**config.mk**
```make
export PLATFORM = sky130hd
export DESIGN_NAME = ifu_fetch_gen
export DESIGN_NICKNAME = d
export VERILOG_FILES = /design/src/rtl/ifu_fetch_gen.sv
export SDC_FILE = /design/constraint.sdc
export NUM_CORES = 1
export LEC_CHECK = 0
export CAP_MARGIN = 20
export CORE_MARGIN = 4
export CORE_UTILIZATION = 60
export DETAILED_ROUTE_END_ITERATION = 10
export DONT_BUFFER_PORTS = 1
export HOLD_SLACK_MARGIN = 0.06
export PLACE_DENSITY = 0.76
export SKIP_CTS_REPAIR_TIMING = 1
export SYNTH_ARGS = -nofsm -noshare
export SYNTH_HDL_FRONTEND = slang
export SYNTH_SLANG_ARGS = --single-unit
```
**constraint.sdc**
```tcl
create_clock -name clk -period 9.25 [get_ports clk]
set_input_delay 1.3875 -clock clk [delete_from_list [all_inputs] [get_ports clk]]
set_output_delay 1.3875 -clock clk [all_outputs]
set_load 0.02 [all_outputs]
```
**src/rtl/ifu_fetch_gen.sv**
```systemverilog
// Instruction-fetch unit: fetch-PC generation, a single-outstanding
// valid/ready request to instruction memory, and a small FIFO of
// {pc, instr} pairs for the decoders. Redirects from execute flush the
// FIFO and cause an in-flight response to be discarded.
module ifu_fetch_gen #(
  parameter int              XLEN         = 32,
  parameter logic [XLEN-1:0] RESET_VECTOR = '0,
  parameter int              FQ_DEPTH     = 2
) (
  input  logic            clk,
  input  logic            rst_n,
  input  logic            sb_type,
  input  logic            br_taken,
  input  logic            uj_type,
  input  logic            i_typej,
  input  logic [XLEN-1:0] ex_pc,
  input  logic [XLEN-1:0] iop_a,
  input  logic [XLEN-1:0] imm,
  output logic            imem_req_valid,
  input  logic            imem_req_ready,
  output logic [XLEN-1:0] imem_req_addr,
  input  logic            imem_rsp_valid,
  input  logic [31:0]     imem_rsp_data,
  output logic            if_valid,
  input  logic            if_ready,
  output logic [XLEN-1:0] if_pc,
  output logic [31:0]     if_instr,
  output logic            misalign_o
);

  localparam int PW = (FQ_DEPTH > 1) ? $clog2(FQ_DEPTH) : 1;
  localparam int CW = PW + 1;

  localparam logic [0:0] ST_REQ  = 1'b0;
  localparam logic [0:0] ST_WAIT = 1'b1;

  logic [0:0]      state_q, state_d;
  logic [XLEN-1:0] fetch_pc_q, fetch_pc_d;
  logic [XLEN-1:0] inflight_pc_q;
  logic            drop_q, drop_d;

  logic [PW-1:0]   wr_ptr_q, rd_ptr_q;
  logic [CW-1:0]   count_q;
  logic [XLEN-1:0] fq_pc_q    [FQ_DEPTH];
  logic [31:0]     fq_instr_q [FQ_DEPTH];

  logic [XLEN-1:0] imm_off, jalr_sum, jalr_tgt, br_tgt, redir_tgt;
  logic            redir_req, redir_mis, redir_ok;
  logic            outstanding;
  logic [CW-1:0]   credit;
  logic            accept, rsp_take, push, pop;

  // Redirect target selection: JALR beats JAL beats taken branch.
  assign imm_off   = imm << 1;
  assign jalr_sum  = iop_a + imm_off;
  assign jalr_tgt  = {jalr_sum[XLEN-1:1], 1'b0};
  assign br_tgt    = ex_pc + imm_off;
  assign redir_req = i_typej | uj_type | (sb_type & br_taken);
  assign redir_tgt = i_typej ? jalr_tgt : br_tgt;
  assign redir_mis = redir_req & (redir_tgt[1:0] != 2'b00);
  assign redir_ok  = redir_req & ~redir_mis;

  // Credit counts free FIFO slots not already promised to an in-flight fetch.
  assign outstanding    = (state_q == ST_WAIT);
  assign credit         = CW'(FQ_DEPTH) - count_q - {{(CW-1){1'b0}}, outstanding};
  assign imem_req_valid = rst_n & (state_q == ST_REQ) & (credit != '0);
  assign imem_req_addr  = fetch_pc_q;
  assign misalign_o     = rst_n & redir_mis;

  assign accept   = imem_req_valid & imem_req_ready;
  assign rsp_take = (state_q == ST_WAIT) & imem_rsp_valid;
  assign push     = rsp_take & ~drop_q & ~redir_ok;
  assign pop      = if_valid & if_ready;

  assign if_valid = (count_q != '0);
  assign if_pc    = if_valid ? fq_pc_q[rd_ptr_q]    : '0;
  assign if_instr = if_valid ? fq_instr_q[rd_ptr_q] : '0;

  // Next fetch PC, request state and drop flag.
  always_comb begin
    state_d    = state_q;
    fetch_pc_d = fetch_pc_q;
    drop_d     = drop_q;
    if (redir_ok) begin
      fetch_pc_d = redir_tgt;
      if ((state_q == ST_WAIT) && !imem_rsp_valid) begin
        // Response still owed for the old stream: wait for it and bin it.
        state_d = ST_WAIT;
        drop_d  = 1'b1;
      end else if ((state_q == ST_REQ) && accept) begin
        // Memory took an old-stream request this very cycle; it must be binned too.
        state_d = ST_WAIT;
        drop_d  = 1'b1;
      end else begin
        state_d = ST_REQ;
        drop_d  = 1'b0;
      end
    end else begin
      case (state_q)
        ST_REQ: begin
          if (accept) begin
            state_d    = ST_WAIT;
            fetch_pc_d = fetch_pc_q + XLEN'(4);
          end
        end
        default: begin
          if (imem_rsp_valid) begin
            state_d = ST_REQ;
            drop_d  = 1'b0;
          end
        end
      endcase
    end
  end

  // Fetch-side registers.
  always_ff @(posedge clk or negedge rst_n) begin
    if (!rst_n) begin
      state_q       <= ST_REQ;
      fetch_pc_q    <= RESET_VECTOR;
      inflight_pc_q <= RESET_VECTOR;
      drop_q        <= 1'b0;
    end else begin
      state_q    <= state_d;
      fetch_pc_q <= fetch_pc_d;
      drop_q     <= drop_d;
      if (accept) begin
        inflight_pc_q <= fetch_pc_q;
      end
    end
  end

  // FIFO pointers and occupancy; a valid redirect empties the queue.
  always_ff @(posedge clk or negedge rst_n) begin
    if (!rst_n) begin
      wr_ptr_q <= '0;
      rd_ptr_q <= '0;
      count_q  <= '0;
    end else if (redir_ok) begin
      wr_ptr_q <= '0;
      rd_ptr_q <= '0;
      count_q  <= '0;
    end else begin
      if (push) begin
        wr_ptr_q <= wr_ptr_q + PW'(1);
      end
      if (pop) begin
        rd_ptr_q <= rd_ptr_q + PW'(1);
      end
      count_q <= count_q + CW'(push) - CW'(pop);
    end
  end

  // FIFO storage; contents are only observable through count_q, so no reset.
  always_ff @(posedge clk) begin
    if (push) begin
      fq_pc_q[wr_ptr_q]    <= inflight_pc_q;
      fq_instr_q[wr_ptr_q] <= imem_rsp_data;
    end
  end

endmodule

```
==> out/qor.csv <==
metric,value,unit
antenna_found_initial,0,
async_flop_share,35.35,%
muxShareOfSynthArea,10.25,%
nets,1081,
area_growth,7.864,%
cts.sinks,198,
clock_latency,0.43,ns
cts_tree,yes,
fin_util,65.92,%
start_kind,input port,
arrival,4.02,ns
power_frac_seq,46.1,%
clockBufferDepth,2,
routabilityCongestion,0.9087,
setup_viol,0,
worstMarginPinSlew,0.8994,ns
final_cells,1142,
pwr-share-clk,23.8,%
dieArea,0.01903,mm^2
cp_slowest_cell,nor2_4,
crit_type,input port to flop,
synth_xor_area_share,4.580,%
synth-simple-area-share,14.58,%
synthAdderAreaFrac,4.395,%
min_period,3.952,ns
synth_area_per_cell,10.93,um^2
cellLeakagePower,4.245,nW
p_per_area,272.8,mW/mm^2
drc,0,
synth_area_leaders,"edfxtp_1 38%, dfrtp_1 17%, mux2i_1 6.9%, nand2_1 5.4%, ha_1 4.2%",
io_pins,236,
ir_drop,133.3,uV
fin_ws,5.298,ns
p_comb_share,30.1,%
cts-root-buf,clkbuf_16,
antenna_cells,0,
crit_path_max_incr_delay,0.59,ns
grt_max_degree,75,
whs_path_depth,0,
required,9.31,ns
netlist_area,0.01013,mm^2
synth_compound_area_share,8.642,%
max-slew-margin-rel,40.04,%
fp.dieW,138.0,um
status,completed,
final.period_utilization,42.73,%
holdCritStartpoint,inflight_pc_q[18],
clock_skew,0.01202,ns
cts_made_buffers,17,
grt_pass1_vias,6472,
seq_area_frac_synth,55.21,%
start_util,61.11,%
cts.clk_slew.worst_paths,0.07,ns
holdWs,0.4726,ns
max_freq,253.0,MHz
r2r_end,imem_req_addr[21],
rr_worst_depth,9,
grt_pass1_wl,32860,um
vias,6675,
yosysTopAreaCell,edfxtp_1,
synth_flop_cell,edfxtp_1,
htreeDepth,4,
routed_wl,21350,um
worst_path_most_repeated_cell,buf_4,
r2r-start,outstanding,
drive_gt1_share,8.785,%
dp_slack,4.827,ns
drv_slew,0,
dp.cells,1109,
die_y,138.0,um
port_buffers,0,
rows,47,
hp-class,flop to flop,
internal-power,0.001795,W
synth_edf_count,128,
synth_seq_cells,198,
rsz0062_at_grt,false,
endpoint_kind,flop,
firstDrtPassIters,4,
grt.total_usage,22.31,%
avgViaCountPerCell,5.845,
min_to,fq_pc_q[0][18],
cp_cell_sequence,mux2_2 > ha_1 > nor2_2 > buf_4 > or3_1 > nor2_4 > buf_4,
dp.final_hpwl,15360,um
power.net_switching,0.001187,W
drtIter0Drc,368,
switching_share,39.81,%
totalNegativeSetupSlack,0,ns
cap_violations,0,
core_area,0.01658,mm^2
syn_inst,927,
routedWlPerCell,18.70,um
r2r_slack,6.28,ns
yosys_warnings,0,
synth_top_cell_area_share,37.93,%
crit_fanout,41,
final_hold_viol_count,0,
synthesis.nets,1099,
ys_types,59,
synth_top_family_by_area,simple AND/OR/NAND/NOR gates,
ant_nets,0,
grt.overflow.total,0,
## synthesized netlist by cell type, drive strengths merged, types with 2 or more instances
cell type,number
mux2i,70
a21oi,44
a41oi,3
nand3,16
a211oi,5
a311oi,2
a21o,7
xor2,25
o21bai,4
or3,3
edfxtp,128
buf,15
a221o,2
nor2,113
and2,6
o211ai,6
nand2,147
a31oi,6
inv,18
nor3,12
nand2b,5
clkbuf,29
ha,34
o21a,4
o2111ai,2
nor4,3
o21ai,40
mux2,30
xnor2,28
dfrtp,70
nand4,18
and4,3
o32ai,2
and3,9
nor2b,2
## per-layer routing
| metal | routed length (um) | track usage, % | share of wire, % |
|---|---|---|---|
| met5 | 0 | 0 | 0 |
| met4 | 440 | 6.806 | 2.1 |
| met1 | 8739 | 27.58 | 41 |
| met3 | 1817 | 6.749 | 8.5 |
| met2 | 10360 | 37.93 | 49 |
## sequential cells by signal, summed over array words and instances, names as in the netlist
signal         count
fq_instr_q        64
fq_pc_q           64
imem_req_addr     32
inflight_pc_q     32
count_q            2
drop_q             1
outstanding        1
rd_ptr_q           1
wr_ptr_q           1
## critical path: cells and delay by family
| family | cells | cell delay [ns] |
|---|---|---|
| muxes | 1 | 0.32 |
| and+or+nand+nor | 3 | 1.10 |
| buffers and inverters | 2 | 0.82 |
| adders and majority gates | 1 | 0.34 |
## per-stage QoR
| stage | area (um^2) | power [W] |
|---|---|---|
| detailed placement | 10320 | 0.002289 |
| finish | 10930 | 0.002982 |
| global placement | 10320 | 0.002260 |
| floorplan | 10130 | 0.002076 |
| CTS | 10900 | 0.003002 |
| global route | 10930 | 0.003161 |
## how the worst max path moves through the flow
| stage | slack, ns | startpoint | endpoint |
|---|---|---|---|
| 2_1_floorplan | 3.01 | i_typej | fq_instr_q[0][0] |
| 3_3_place_gp | 4.85 | i_typej | fq_pc_q[0][3] |
| 3_5_place_dp | 4.83 | i_typej | fq_pc_q[1][7] |
| 4_1_cts | 5.28 | i_typej | fq_pc_q[1][12] |
| 5_1_grt | 5.17 | i_typej | fq_pc_q[1][8] |
| 6_report | 5.30 | i_typej | fq_pc_q[1][11] |
## placed cells by master, fill, tap and decap left out, drive strengths merged, types with 4 or more instances in the layout
cell / n
nand2: 147
edfxtp: 128
nor2: 113
mux2i: 70
dfrtp: 70
a21oi: 44
o21ai: 40
ha: 34
mux2: 30
inv: 29
xnor2: 28
xor2: 25
nand4: 18
clkbuf: 17
nand3: 16
nor3: 12
and3: 9
a21o: 7
buf: 7
a31oi: 6
and2: 6
o211ai: 6
a211oi: 5
nand2b: 5
o21a: 4
o21bai: 4
clkinv: 4
## kinds of logic after synthesis
| kind of cell | count (synthesis) |
|---|---|
| flip-flops | 198 |
| multiplexers | 100 |
| AO/OA/AOI/OAI | 139 |
| XOR/XNOR | 53 |
| buffers and inverters | 62 |
| adder cells (fa/ha/maj) | 35 |
| AND/OR/NAND/NOR | 340 |
## power groups by stage
stage / clock network [W] / registers (W) / logic (W)
2_1_floorplan: 0 / 0.00132 / 0.000758
3_3_place_gp: 0 / 0.00142 / 0.000839
3_5_place_dp: 0 / 0.00143 / 0.000855
4_1_cts: 0.000725 / 0.00141 / 0.000862
5_1_grt: 0.000767 / 0.00140 / 0.000999
6_report: 0.000709 / 0.00137 / 0.000898
## area by class of cell
type / count / area, um^2
inverter: 18 / 67.56
timing repair buffer: 7 / 72.57
clock inverter: 15 / 153.9
fill: 1314 / 5652
tap: 220 / 275.3
sequential: 198 / 5599
multi-input combinational: 667 / 4338
clock buffer: 17 / 425.4
No activity file was read; power rests on OpenSTA's default activity.
